[src/rtl/fp_wire.sv]
// Shared FP wire package.
// Holds the compare op codes, the canonical quiet NaN, the comparator
// request/answer structs and the S1 register layout of fp_cmp_issue.
package fp_wire;

    localparam logic [2:0] FP_CMP_FLE  = 3'd0;
    localparam logic [2:0] FP_CMP_FLT  = 3'd1;
    localparam logic [2:0] FP_CMP_FEQ  = 3'd2;
    localparam logic [2:0] FP_CMP_FMIN = 3'd3;
    localparam logic [2:0] FP_CMP_FMAX = 3'd4;

    localparam logic [31:0] FP_CANON_NAN = 32'h7FC0_0000;

    // Comparator request: extended operands, compare mode and class vectors.
    typedef struct packed {
        logic [32:0] data1;
        logic [32:0] data2;
        logic [2:0]  rm;
        logic [9:0]  class1;
        logic [9:0]  class2;
    } fp_cmp_in_type;

    typedef struct packed {
        logic [31:0] result;
        logic [4:0]  flags;
    } fp_cmp_out_type;

    // Contents of the issue stage register (valid bit kept separately).
    typedef struct packed {
        logic [2:0]  op;
        logic [31:0] raw1;
        logic [31:0] raw2;
        logic [32:0] ext1;
        logic [32:0] ext2;
        logic [9:0]  class1;
        logic [9:0]  class2;
    } fp_cmp_issue_reg_type;

    // Sign moves to bit 32; [31:0] is the unsigned magnitude used for ordering.
    function automatic logic [32:0] fp_extend(input logic [31:0] a);
        return {a[31], 1'b0, a[30:0]};
    endfunction

endpackage

[src/rtl/fp_class.sv]
// Single-precision classifier.
// Ports: i_data (32-bit IEEE-754 single) -> o_class (10-bit one-hot):
//   0 -inf, 1 -normal, 2 -subnormal, 3 -0, 4 +0,
//   5 +subnormal, 6 +normal, 7 +inf, 8 sNaN, 9 qNaN.
module fp_class (
    input  logic [31:0] i_data,
    output logic [9:0]  o_class
);
    logic w_sign;
    logic w_exp_ones;
    logic w_exp_zero;
    logic w_mant_zero;
    logic w_inf;
    logic w_norm;
    logic w_sub;
    logic w_zero;
    logic w_nan;

    assign w_sign      = i_data[31];
    assign w_exp_ones  = &i_data[30:23];
    assign w_exp_zero  = ~|i_data[30:23];
    assign w_mant_zero = ~|i_data[22:0];

    assign w_inf  = w_exp_ones & w_mant_zero;
    assign w_norm = ~w_exp_ones & ~w_exp_zero;
    assign w_sub  = w_exp_zero & ~w_mant_zero;
    assign w_zero = w_exp_zero & w_mant_zero;
    assign w_nan  = w_exp_ones & ~w_mant_zero;

    assign o_class[0] = w_sign & w_inf;
    assign o_class[1] = w_sign & w_norm;
    assign o_class[2] = w_sign & w_sub;
    assign o_class[3] = w_sign & w_zero;
    assign o_class[4] = ~w_sign & w_zero;
    assign o_class[5] = ~w_sign & w_sub;
    assign o_class[6] = ~w_sign & w_norm;
    assign o_class[7] = ~w_sign & w_inf;
    // NaN sign is irrelevant; the quiet bit is mantissa MSB.
    assign o_class[8] = w_nan & ~i_data[22];
    assign o_class[9] = w_nan & i_data[22];
endmodule

[src/rtl/fp_cmp.sv]
// Combinational single-precision comparator.
// Ports: i_cmp_in (extended operands, rm, class vectors) -> o_cmp_out.
//   rm 0 fle, 1 flt, 2 feq; other rm values answer 0 with no flags.
//   Result is in bit 0; flags are {NV,DZ,OF,UF,NX}.
module fp_cmp
    import fp_wire::*;
(
    input  fp_cmp_in_type  i_cmp_in,
    output fp_cmp_out_type o_cmp_out
);
    logic w_nan_any;
    logic w_snan_any;
    logic w_both_zero;
    logic w_eq;
    logic w_lt;
    logic w_s1;
    logic w_s2;
    logic [31:0] w_m1;
    logic [31:0] w_m2;

    assign w_s1 = i_cmp_in.data1[32];
    assign w_s2 = i_cmp_in.data2[32];
    assign w_m1 = i_cmp_in.data1[31:0];
    assign w_m2 = i_cmp_in.data2[31:0];

    assign w_nan_any  = i_cmp_in.class1[8] | i_cmp_in.class1[9] |
                        i_cmp_in.class2[8] | i_cmp_in.class2[9];
    assign w_snan_any = i_cmp_in.class1[8] | i_cmp_in.class2[8];
    assign w_both_zero = (i_cmp_in.class1[3] | i_cmp_in.class1[4]) &
                         (i_cmp_in.class2[3] | i_cmp_in.class2[4]);

    // +0 and -0 compare equal; otherwise equality is bitwise.
    assign w_eq = w_both_zero | (i_cmp_in.data1 == i_cmp_in.data2);

    always_comb begin
        w_lt = 1'b0;
        if (w_s1 != w_s2)
            w_lt = w_s1 & ~w_both_zero;
        else if (!w_s1)
            w_lt = w_m1 < w_m2;
        else
            w_lt = w_m2 < w_m1;
    end

    always_comb begin
        o_cmp_out = '0;
        case (i_cmp_in.rm)
            3'd0: begin
                o_cmp_out.result[0] = (w_lt | w_eq) & ~w_nan_any;
                o_cmp_out.flags[4]  = w_nan_any;
            end
            3'd1: begin
                o_cmp_out.result[0] = w_lt & ~w_nan_any;
                o_cmp_out.flags[4]  = w_nan_any;
            end
            3'd2: begin
                o_cmp_out.result[0] = w_eq & ~w_nan_any;
                o_cmp_out.flags[4]  = w_snan_any;
            end
            default: o_cmp_out = '0;
        endcase
    end
endmodule

[src/rtl/fp_cmp_issue.sv]
// FP compare / min / max issue front end.
// Ports:
//   clock, reset (async, active-low)
//   req_valid/req_ready, req_op[2:0], req_data1/2[31:0] : request side
//   flush : drop everything in flight
//   rsp_valid/rsp_ready, rsp_result[31:0], rsp_flags[4:0] : response side
// Two stages: S1 holds the classified request and feeds the comparator and
// min/max select combinationally; S2 registers the answer onto rsp_*.
module fp_cmp_issue
    import fp_wire::*;
(
    input  logic        clock,
    input  logic        reset,
    input  logic        req_valid,
    output logic        req_ready,
    input  logic [2:0]  req_op,
    input  logic [31:0] req_data1,
    input  logic [31:0] req_data2,
    input  logic        flush,
    output logic        rsp_valid,
    input  logic        rsp_ready,
    output logic [31:0] rsp_result,
    output logic [4:0]  rsp_flags
);
    fp_cmp_issue_reg_type r_s1;
    logic                 r_v1;
    logic                 r_v2;
    logic [31:0]          r_result;
    logic [4:0]           r_flags;

    logic [9:0]     w_class1;
    logic [9:0]     w_class2;
    fp_cmp_in_type  w_cmp_in;
    fp_cmp_out_type w_cmp_out;
    logic           w_adv2;
    logic           w_accept;
    logic [31:0]    w_result;
    logic [4:0]     w_flags;

    fp_class u_class1 (.i_data(req_data1), .o_class(w_class1));
    fp_class u_class2 (.i_data(req_data2), .o_class(w_class2));

    assign w_adv2    = r_v1 & (~r_v2 | rsp_ready);
    assign req_ready = ~flush & (~r_v1 | w_adv2);
    assign w_accept  = req_valid & req_ready;

    // min/max reuse the flt ordering; illegal ops get a harmless mode.
    always_comb begin
        w_cmp_in        = '0;
        w_cmp_in.data1  = r_s1.ext1;
        w_cmp_in.data2  = r_s1.ext2;
        w_cmp_in.class1 = r_s1.class1;
        w_cmp_in.class2 = r_s1.class2;
        case (r_s1.op)
            FP_CMP_FLE:  w_cmp_in.rm = 3'd0;
            FP_CMP_FLT:  w_cmp_in.rm = 3'd1;
            FP_CMP_FEQ:  w_cmp_in.rm = 3'd2;
            FP_CMP_FMIN: w_cmp_in.rm = 3'd1;
            FP_CMP_FMAX: w_cmp_in.rm = 3'd1;
            default:     w_cmp_in.rm = 3'd0;
        endcase
    end

    fp_cmp u_cmp (.i_cmp_in(w_cmp_in), .o_cmp_out(w_cmp_out));

    logic w_nan1;
    logic w_nan2;
    logic w_zero_mix;
    logic w_is_min;
    logic w_lt;

    assign w_nan1     = r_s1.class1[8] | r_s1.class1[9];
    assign w_nan2     = r_s1.class2[8] | r_s1.class2[9];
    assign w_zero_mix = (r_s1.class1[3] & r_s1.class2[4]) |
                        (r_s1.class1[4] & r_s1.class2[3]);
    assign w_is_min   = (r_s1.op == FP_CMP_FMIN);
    assign w_lt       = w_cmp_out.result[0];

    always_comb begin
        w_result = '0;
        w_flags  = '0;
        case (r_s1.op)
            FP_CMP_FLE, FP_CMP_FLT, FP_CMP_FEQ: begin
                w_result = w_cmp_out.result;
                w_flags  = w_cmp_out.flags;
            end
            FP_CMP_FMIN, FP_CMP_FMAX: begin
                w_flags[4] = r_s1.class1[8] | r_s1.class2[8];
                if (w_nan1 & w_nan2)
                    w_result = FP_CANON_NAN;
                else if (w_nan1)
                    w_result = r_s1.raw2;
                else if (w_nan2)
                    w_result = r_s1.raw1;
                else if (w_zero_mix)
                    // -0 is the smaller of the two zeros.
                    w_result = w_is_min ? 32'h8000_0000 : 32'h0000_0000;
                else if (w_is_min)
                    w_result = w_lt ? r_s1.raw1 : r_s1.raw2;
                else
                    w_result = w_lt ? r_s1.raw2 : r_s1.raw1;
            end
            default: begin
                w_result = '0;
                w_flags  = '0;
            end
        endcase
    end

    always_ff @(posedge clock or negedge reset) begin
        if (!reset) begin
            r_v1 <= 1'b0;
            r_s1 <= '0;
        end else if (flush) begin
            r_v1 <= 1'b0;
        end else if (w_accept) begin
            r_v1        <= 1'b1;
            r_s1.op     <= req_op;
            r_s1.raw1   <= req_data1;
            r_s1.raw2   <= req_data2;
            r_s1.ext1   <= fp_extend(req_data1);
            r_s1.ext2   <= fp_extend(req_data2);
            r_s1.class1 <= w_class1;
            r_s1.class2 <= w_class2;
        end else if (w_adv2) begin
            r_v1 <= 1'b0;
        end
    end

    // Result/flags only change on advance, so they hold under backpressure.
    always_ff @(posedge clock or negedge reset) begin
        if (!reset) begin
            r_v2     <= 1'b0;
            r_result <= '0;
            r_flags  <= '0;
        end else if (flush) begin
            r_v2 <= 1'b0;
        end else if (w_adv2) begin
            r_v2     <= 1'b1;
            r_result <= w_result;
            r_flags  <= w_flags;
        end else if (rsp_ready) begin
            r_v2 <= 1'b0;
        end
    end

    assign rsp_valid  = r_v2;
    assign rsp_result = r_result;
    assign rsp_flags  = r_flags;
endmodule
[config.mk]
export PLATFORM = sky130hd
export DESIGN_NAME = fp_cmp_issue
export DESIGN_NICKNAME = d
export VERILOG_FILES = /design/src/rtl/fp_wire.sv /design/src/rtl/fp_class.sv /design/src/rtl/fp_cmp.sv /design/src/rtl/fp_cmp_issue.sv
export SDC_FILE = /design/constraint.sdc
export NUM_CORES = 1
export LEC_CHECK = 0
export BUFFER_PORTS_ARGS = -buffer_cell sky130_fd_sc_hd__buf_4
export CORE_ASPECT_RATIO = 0.8
export CORE_MARGIN = 4
export CORE_UTILIZATION = 40
export CTS_BUF_LIST = sky130_fd_sc_hd__clkbuf_16
export DETAILED_ROUTE_END_ITERATION = 10
export GPL_TIMING_DRIVEN = 1
export PLACE_DENSITY = 0.66
export SLEW_MARGIN = 0
export SYNTH_ARGS = -nofsm -noshare
export SYNTH_HDL_FRONTEND = slang
export SYNTH_SLANG_ARGS = --single-unit
[constraint.sdc]
create_clock -name clock -period 3.48 [get_ports clock]
set_input_delay 0.522 -clock clock [delete_from_list [all_inputs] [get_ports clock]]
set_output_delay 0.522 -clock clock [all_outputs]
set_load 0.1 [all_outputs]
Yosys cells after proc, flatten, opt, wreduce, memory -nomap -nowiden
Cells that the tools add are included.

word-level totals
  bits in registers = 122
  input port bits = 72

cells by class
  magnitude comparators = 2
  eq/ne operators = 8
  mux-type cells = 20
  bitwise logic cells = 64
  reduce and logical (&&, ||, !) cells = 19

operators by type and width
  kind                  count
  $mux W32              8
  $pmux W32 S2          1
  $lt A31 B31 Y1        2
  $reduce_or A23 Y1     2
  $and A1 B1 Y1         41
  $eq A32 B32 Y1        1
  $reduce_and A8 Y1     2
  $reduce_or A8 Y1      2
  $or A1 B1 Y1          12
  $not A1 Y1            11
  $mux W1               8
  $eq A3 B2 Y1 const B  2
  $logic_not A3 Y1      2
  $pmux W2 S3           1
  $reduce_bool A3 Y1    2
  $reduce_or A3 Y1      2
  $logic_not A1 Y1      4
  $pmux W2 S2           1
  $reduce_and A2 Y1     2
  $eq A3 B1 Y1 const B  1
  $eq A3 B3 Y1 const B  1
  $eq A2 B1 Y1 const B  1
  $eq A2 B2 Y1 const B  1
  $pmux W1 S2           1
  other kinds (2)       2

Depth between registers and ports, before layout
  word-level depth = 15
  gate-level depth with buffers = 16

Hierarchy
From an unflattened synthesis, not the netlist that was laid out.

unflattened totals
  cell total of the unflattened synthesis = 624
  area total of the unflattened synthesis = 7018.0 sq um

modules (own cells, without submodules)
  module        instances  cells each  area each (sq um)  seq. area each (sq um)
  fp_cmp_issue  1          399         5387.7             3153.0
  fp_cmp        1          167         1182.4             0.0
  fp_class      2          29          224.0              0.0

Least setup slack after synthesis
Ideal clock, no wire load.

  path type = register -> register
  from = register r_v2, in the netlist rsp_valid
  to = register r_s1[20] in the netlist's numbering
  library setup time = 0.083 ns
  data arrival time = 3.606 ns
  slack = -0.209 ns
  cell stages (with the launch flop) = 8
  clock period less this slack = 3.689 ns
  path through = dfrtp_1 > nor2b_1 > a21oi_1 > and2_1 > clkbuf_1 > buf_1 > nand2_1 > o21ai_0

on the way
  word-level cells in the longest chain between the ends = 7

RTL lines
  element                             line                 source
  start, declared                     fp_cmp_issue.sv:27   logic r_v2;
  start signal, assigned              fp_cmp_issue.sv:133  r_v2 <= 1'b0;
  start signal, assigned              fp_cmp_issue.sv:137  r_v2 <= 1'b0;
  start signal, assigned              fp_cmp_issue.sv:139  r_v2 <= 1'b1;
  $not A1 Y1                          fp_cmp_issue.sv:43   assign w_adv2 = r_v1 & (~r_v2 | rsp_ready);
  $or A1 B1 Y1                        fp_cmp_issue.sv:43
  $and A1 B1 Y1                       fp_cmp_issue.sv:43
  $or A1 B1 Y1                        fp_cmp_issue.sv:44   assign req_ready = ~flush & (~r_v1 | w_adv2);
  $and A1 B1 Y1                       fp_cmp_issue.sv:44
  named net req_ready                 fp_cmp_issue.sv:15   output logic req_ready,
  $and A1 B1 Y1                       fp_cmp_issue.sv:45   assign w_accept = req_valid & req_ready;
  $reduce_and A2 Y1 (no source line)  n/a
  end, declared                       fp_cmp_issue.sv:25   fp_cmp_issue_reg_type r_s1;

The timed path passes the listed nets, and every way through them passes these cells.
A chain may end at the register's enable or synchronous reset.

Worst setup path after layout
  from = register r_s1[152] in the netlist's numbering
  to = register r_result[5], in the netlist rsp_result[5]

on the way
  word-level cells in the longest chain between the ends = 12
  elaborated cells between the ends (all ways) = 21
  those cells by class = 6 x eq/ne; 10 x mux; 5 x reduce/logical

RTL lines
  element                                     line                                                        source
  $eq A3 B2 Y1, or another cell as far along  fp_cmp_issue.sv:54, fp_cmp_issue.sv:76, fp_cmp_issue.sv:82
  $reduce_or A3 Y1 (no source line)           n/a
  $pmux W2 S2                                 fp_cmp_issue.sv:54                                          case (r_s1.op)
  $eq A2 B2 Y1, or another cell as far along  fp_cmp.sv:47                                                case (i_cmp_in.rm)
  $pmux W2 S3                                 fp_cmp.sv:47
  $mux W32 (on tied branches)                 fp_cmp_issue.sv:101, fp_cmp_issue.sv:99
  $mux W32                                    fp_cmp_issue.sv:98                                          else if (w_is_min)
  $mux W32                                    fp_cmp_issue.sv:95                                          else if (w_zero_mix)
  $mux W32                                    fp_cmp_issue.sv:93                                          else if (w_nan2)
  $mux W32                                    fp_cmp_issue.sv:91                                          else if (w_nan1)
  $mux W32                                    fp_cmp_issue.sv:89                                          if (w_nan1 & w_nan2)
  $pmux W32 S2 *                              fp_cmp_issue.sv:82                                          case (r_s1.op)
  end signal, assigned                        fp_cmp_issue.sv:140                                         r_result <= w_result;
  end, declared                               fp_cmp_issue.sv:28                                          logic [31:0] r_result;

Mark *: on every way between the ends. The rest lies on a longest branch, timed or not.

==> summary.md <==
| Metric | Value |
|---|---|
| Status | `completed` |
| Global route overflow | `0` |
| Gp weighted congestion | `0.881` |
| Post-synth EDFFs | `0` |
| Initial antenna violation count | `0` |
| Fin crit share | `0.953` |
| Area of the die | `16900 um^2` |
| Final setup TNS | `0 ps` |
| Via count | `5575` |
| Mapped Avg Cell Area | `8.46 um^2` |
| Synth-to-Final Area Change | `23.3%` |
| Worst VDD drop | `0.304 mV` |
| Ys Warns | `0` |
| Core area | `14400 um^2` |
| Flop-to-flop setup slack | `160 ps` |
| PD cells | `500 nW/um^2` |
| Post-DP HPWL | `12.8 mm` |
| Worst-case reg-to-reg path depth | `15` |
| Crit path max fanout | `21` |
| Worst Setup End Kind | `flop` |
| Antenna viol nets, final | `0` |
| CTS Hold Bufs | `0` |
| Most frequent cells in the layout | `nand2_1 (202), buf_4 (118), dfrtp_1 (110), o21ai_0 (53), inv_1 (42)` |
| CP max stage cell | `or4_4` |
| Sink Count | `110` |
| Die width | `144 um` |
| DRC errors left | `0` |
| Hold crit path type | `in -> async` |
| H-tree depth | `3` |
| Critical Path, Cell by Cell | `inv_1, or3_4, o21ai_4, ha_2, nor3_1, or4_4, nor3_4, nand2_1, or3_1, and3_4, buf_4, a32o_2, buf_12, nand2_2, a32oi_1` |
| Gr usage total | `0.215` |
| Vias in the first global route | `5465` |
| Worst-path clk slew | `70 ps` |
| Layout cells sized above 1 | `0.190` |
| Clock latency on the worst-skew pair | `360 ps` |
| Worst relative slew slack | `0.439` |
| TritonRoute pass-1 iters | `5` |
| Final Instance Area | `7320 um^2` |
| Post-synth top flop | `dfrtp_1` |
| Ant diodes | `0` |
| RSZ-0062 raised after global routing | `false` |
| Fin. max-slew vios | `0` |
| WL per Instance | `17.8 um` |
| Cells after synthesis | `701` |
| Nets | `907` |
| Largest stage delay, worst path | `460 ps` |
| Register area share after synthesis | `0.464` |
| Placed inst area | `6960 um^2` |
| First-pass GRT wire length | `28.1 mm` |
| Num rows | `39` |
| Number of library cell types mapped by synthesis | `51` |
| Seq cells post-synth | `110` |
| Endpoints failing setup | `0` |
| CP arrival | `3550 ps` |
| Pleak | `3.42 nW` |
| Setup CP Type | `reg -> reg` |
| Drt via density | `5.64` |
| Max-cap viol count | `0` |
| Mapped Area | `5930 um^2` |
| CP startpoint kind | `flop` |
| Commonest non-fill, non-tap cell in the layout | `nand2_1` |
| Measured slew at the worst slew-check pin | `841 ps` |
| Starting Density | `0.412` |
| CTS tree | `yes` |
| Skew final | `9.54 ps` |
| I/O Pins | `111` |
| Total routed wirelength | `17.6 mm` |
| Die Span Y | `117 um` |
| CP delay by family, top | `simple AND/OR/NAND/NOR gates` |
| Endpoints failing hold | `0` |
| Buf/Inv on CP | `3` |
| Fmax | `301 MHz` |
| Worst-case clock buffer depth | `2` |
| Ys async rst share | `1.00` |
| Root Buffer | `clkbuf_16` |
| Initial DRC Count | `464` |
| Path length in cells of the critical path | `15` |
| Fin crit period | `3320 ps` |
| Data required time at the worst endpoint | `3710 ps` |
| IO buf count | `106` |
| Final Core Density | `0.508` |
| CTS buffer count | `9` |
| Largest net degree at the start of global routing | `61` |
-- what timing repair did --
item                                    4_1_cts  5_1_grt
endpoints found under the hold margin         0        0
pin swaps                                     2        2
buffers inserted                              2        1
gates resized for setup                       3       13
gates cloned                                  0        0
endpoints found under the setup margin       30       31
-- cells by family (layout without fill, tap and decap cells) --
kind of cell | Yosys count | in the layout | share of synthesized area
simple gates | 308 | 308 | 0.225
compound gates | 169 | 169 | 0.181
flops | 110 | 110 | 0.464
buf+inv | 77 | 178 | 0.0538
fa+ha+maj | 35 | 35 | 0.0738
other cells | 1 | 4 | 0.000632
mux | 1 | 1 | 0.00190
-- synth_stat cells (6+ instances only) --
cell | number | area share
a21oi_1 | 42 | 0.035
a221oi_1 | 9 | 0.013
a32oi_1 | 21 | 0.031
buf_2 | 6 | 0.0051
clkbuf_1 | 24 | 0.015
dfrtp_1 | 110 | 0.46
ha_1 | 35 | 0.074
inv_1 | 38 | 0.024
nand2_1 | 203 | 0.13
nand3_1 | 29 | 0.024
nand4_1 | 13 | 0.014
nor2_1 | 23 | 0.015
nor4_1 | 16 | 0.017
o21ai_0 | 54 | 0.046
o21ai_1 | 9 | 0.0076
-- sequential cells by signal, summed over array words and instances, names as in the netlist --
| name | count |
|---|---|
| r_s1 | 75 |
| rsp_result | 32 |
| r_v1 | 1 |
| rsp_flags | 1 |
| rsp_valid | 1 |
-- layer usage --
layer,track usage,part of all wire
met2,0.323,0.45
met4,0.0590,0.014
met1,0.309,0.47
met5,0,0
met3,0.0556,0.071
-- path summary, 6_finish.rpt --
kind,to,from
setup / recovery,rsp_result[5]$_DFFE_PN0P_,r_s1[152]$_DFFE_PN0P_
hold / removal,r_s1[79]$_DFFE_PN0P_,reset
setup reg to reg,rsp_result[5]$_DFFE_PN0P_,r_s1[152]$_DFFE_PN0P_
hold reg to reg,rsp_result[23]$_DFFE_PN0P_,rsp_result[23]$_DFFE_PN0P_
max in group asynchronous,r_s1[23]$_DFFE_PN0P_,reset
min in group clock,r_v1$_DFFE_PN0P_,flush
-- per-stage QoR --
stage                     instances  worst slack [ps]  total power, mW  hold WS (ps)
after global placement          970              93.2             2.64           485
after floorplan                 704               191             2.30           226
after CTS                       988              47.4             3.65           269
after global routing            989              6.38             3.86           294
after detailed placement        970             -70.0             2.67           485
final                           989               162             3.66           247
-- layout make-up --
cell class	instances	area, um^2
flip-flops and latches	110	2750
well taps	184	230
clock buffers	9	225
repair buffers	124	1010
clock inverters	7	35.0
multi-input cells	517	2920
fillers	1337	7080
inverters	38	143
-- where the power goes --
| group | total (mW) | internal [mW] | switching (mW) |
|---|---|---|---|
| logic | 1.18 | 0.417 | 0.760 |
| clock network | 0.939 | 0.476 | 0.463 |
| registers | 1.54 | 1.41 | 0.127 |
| total | 3.66 | 2.31 | 1.35 |
No activity file was read; power rests on OpenSTA's default activity.
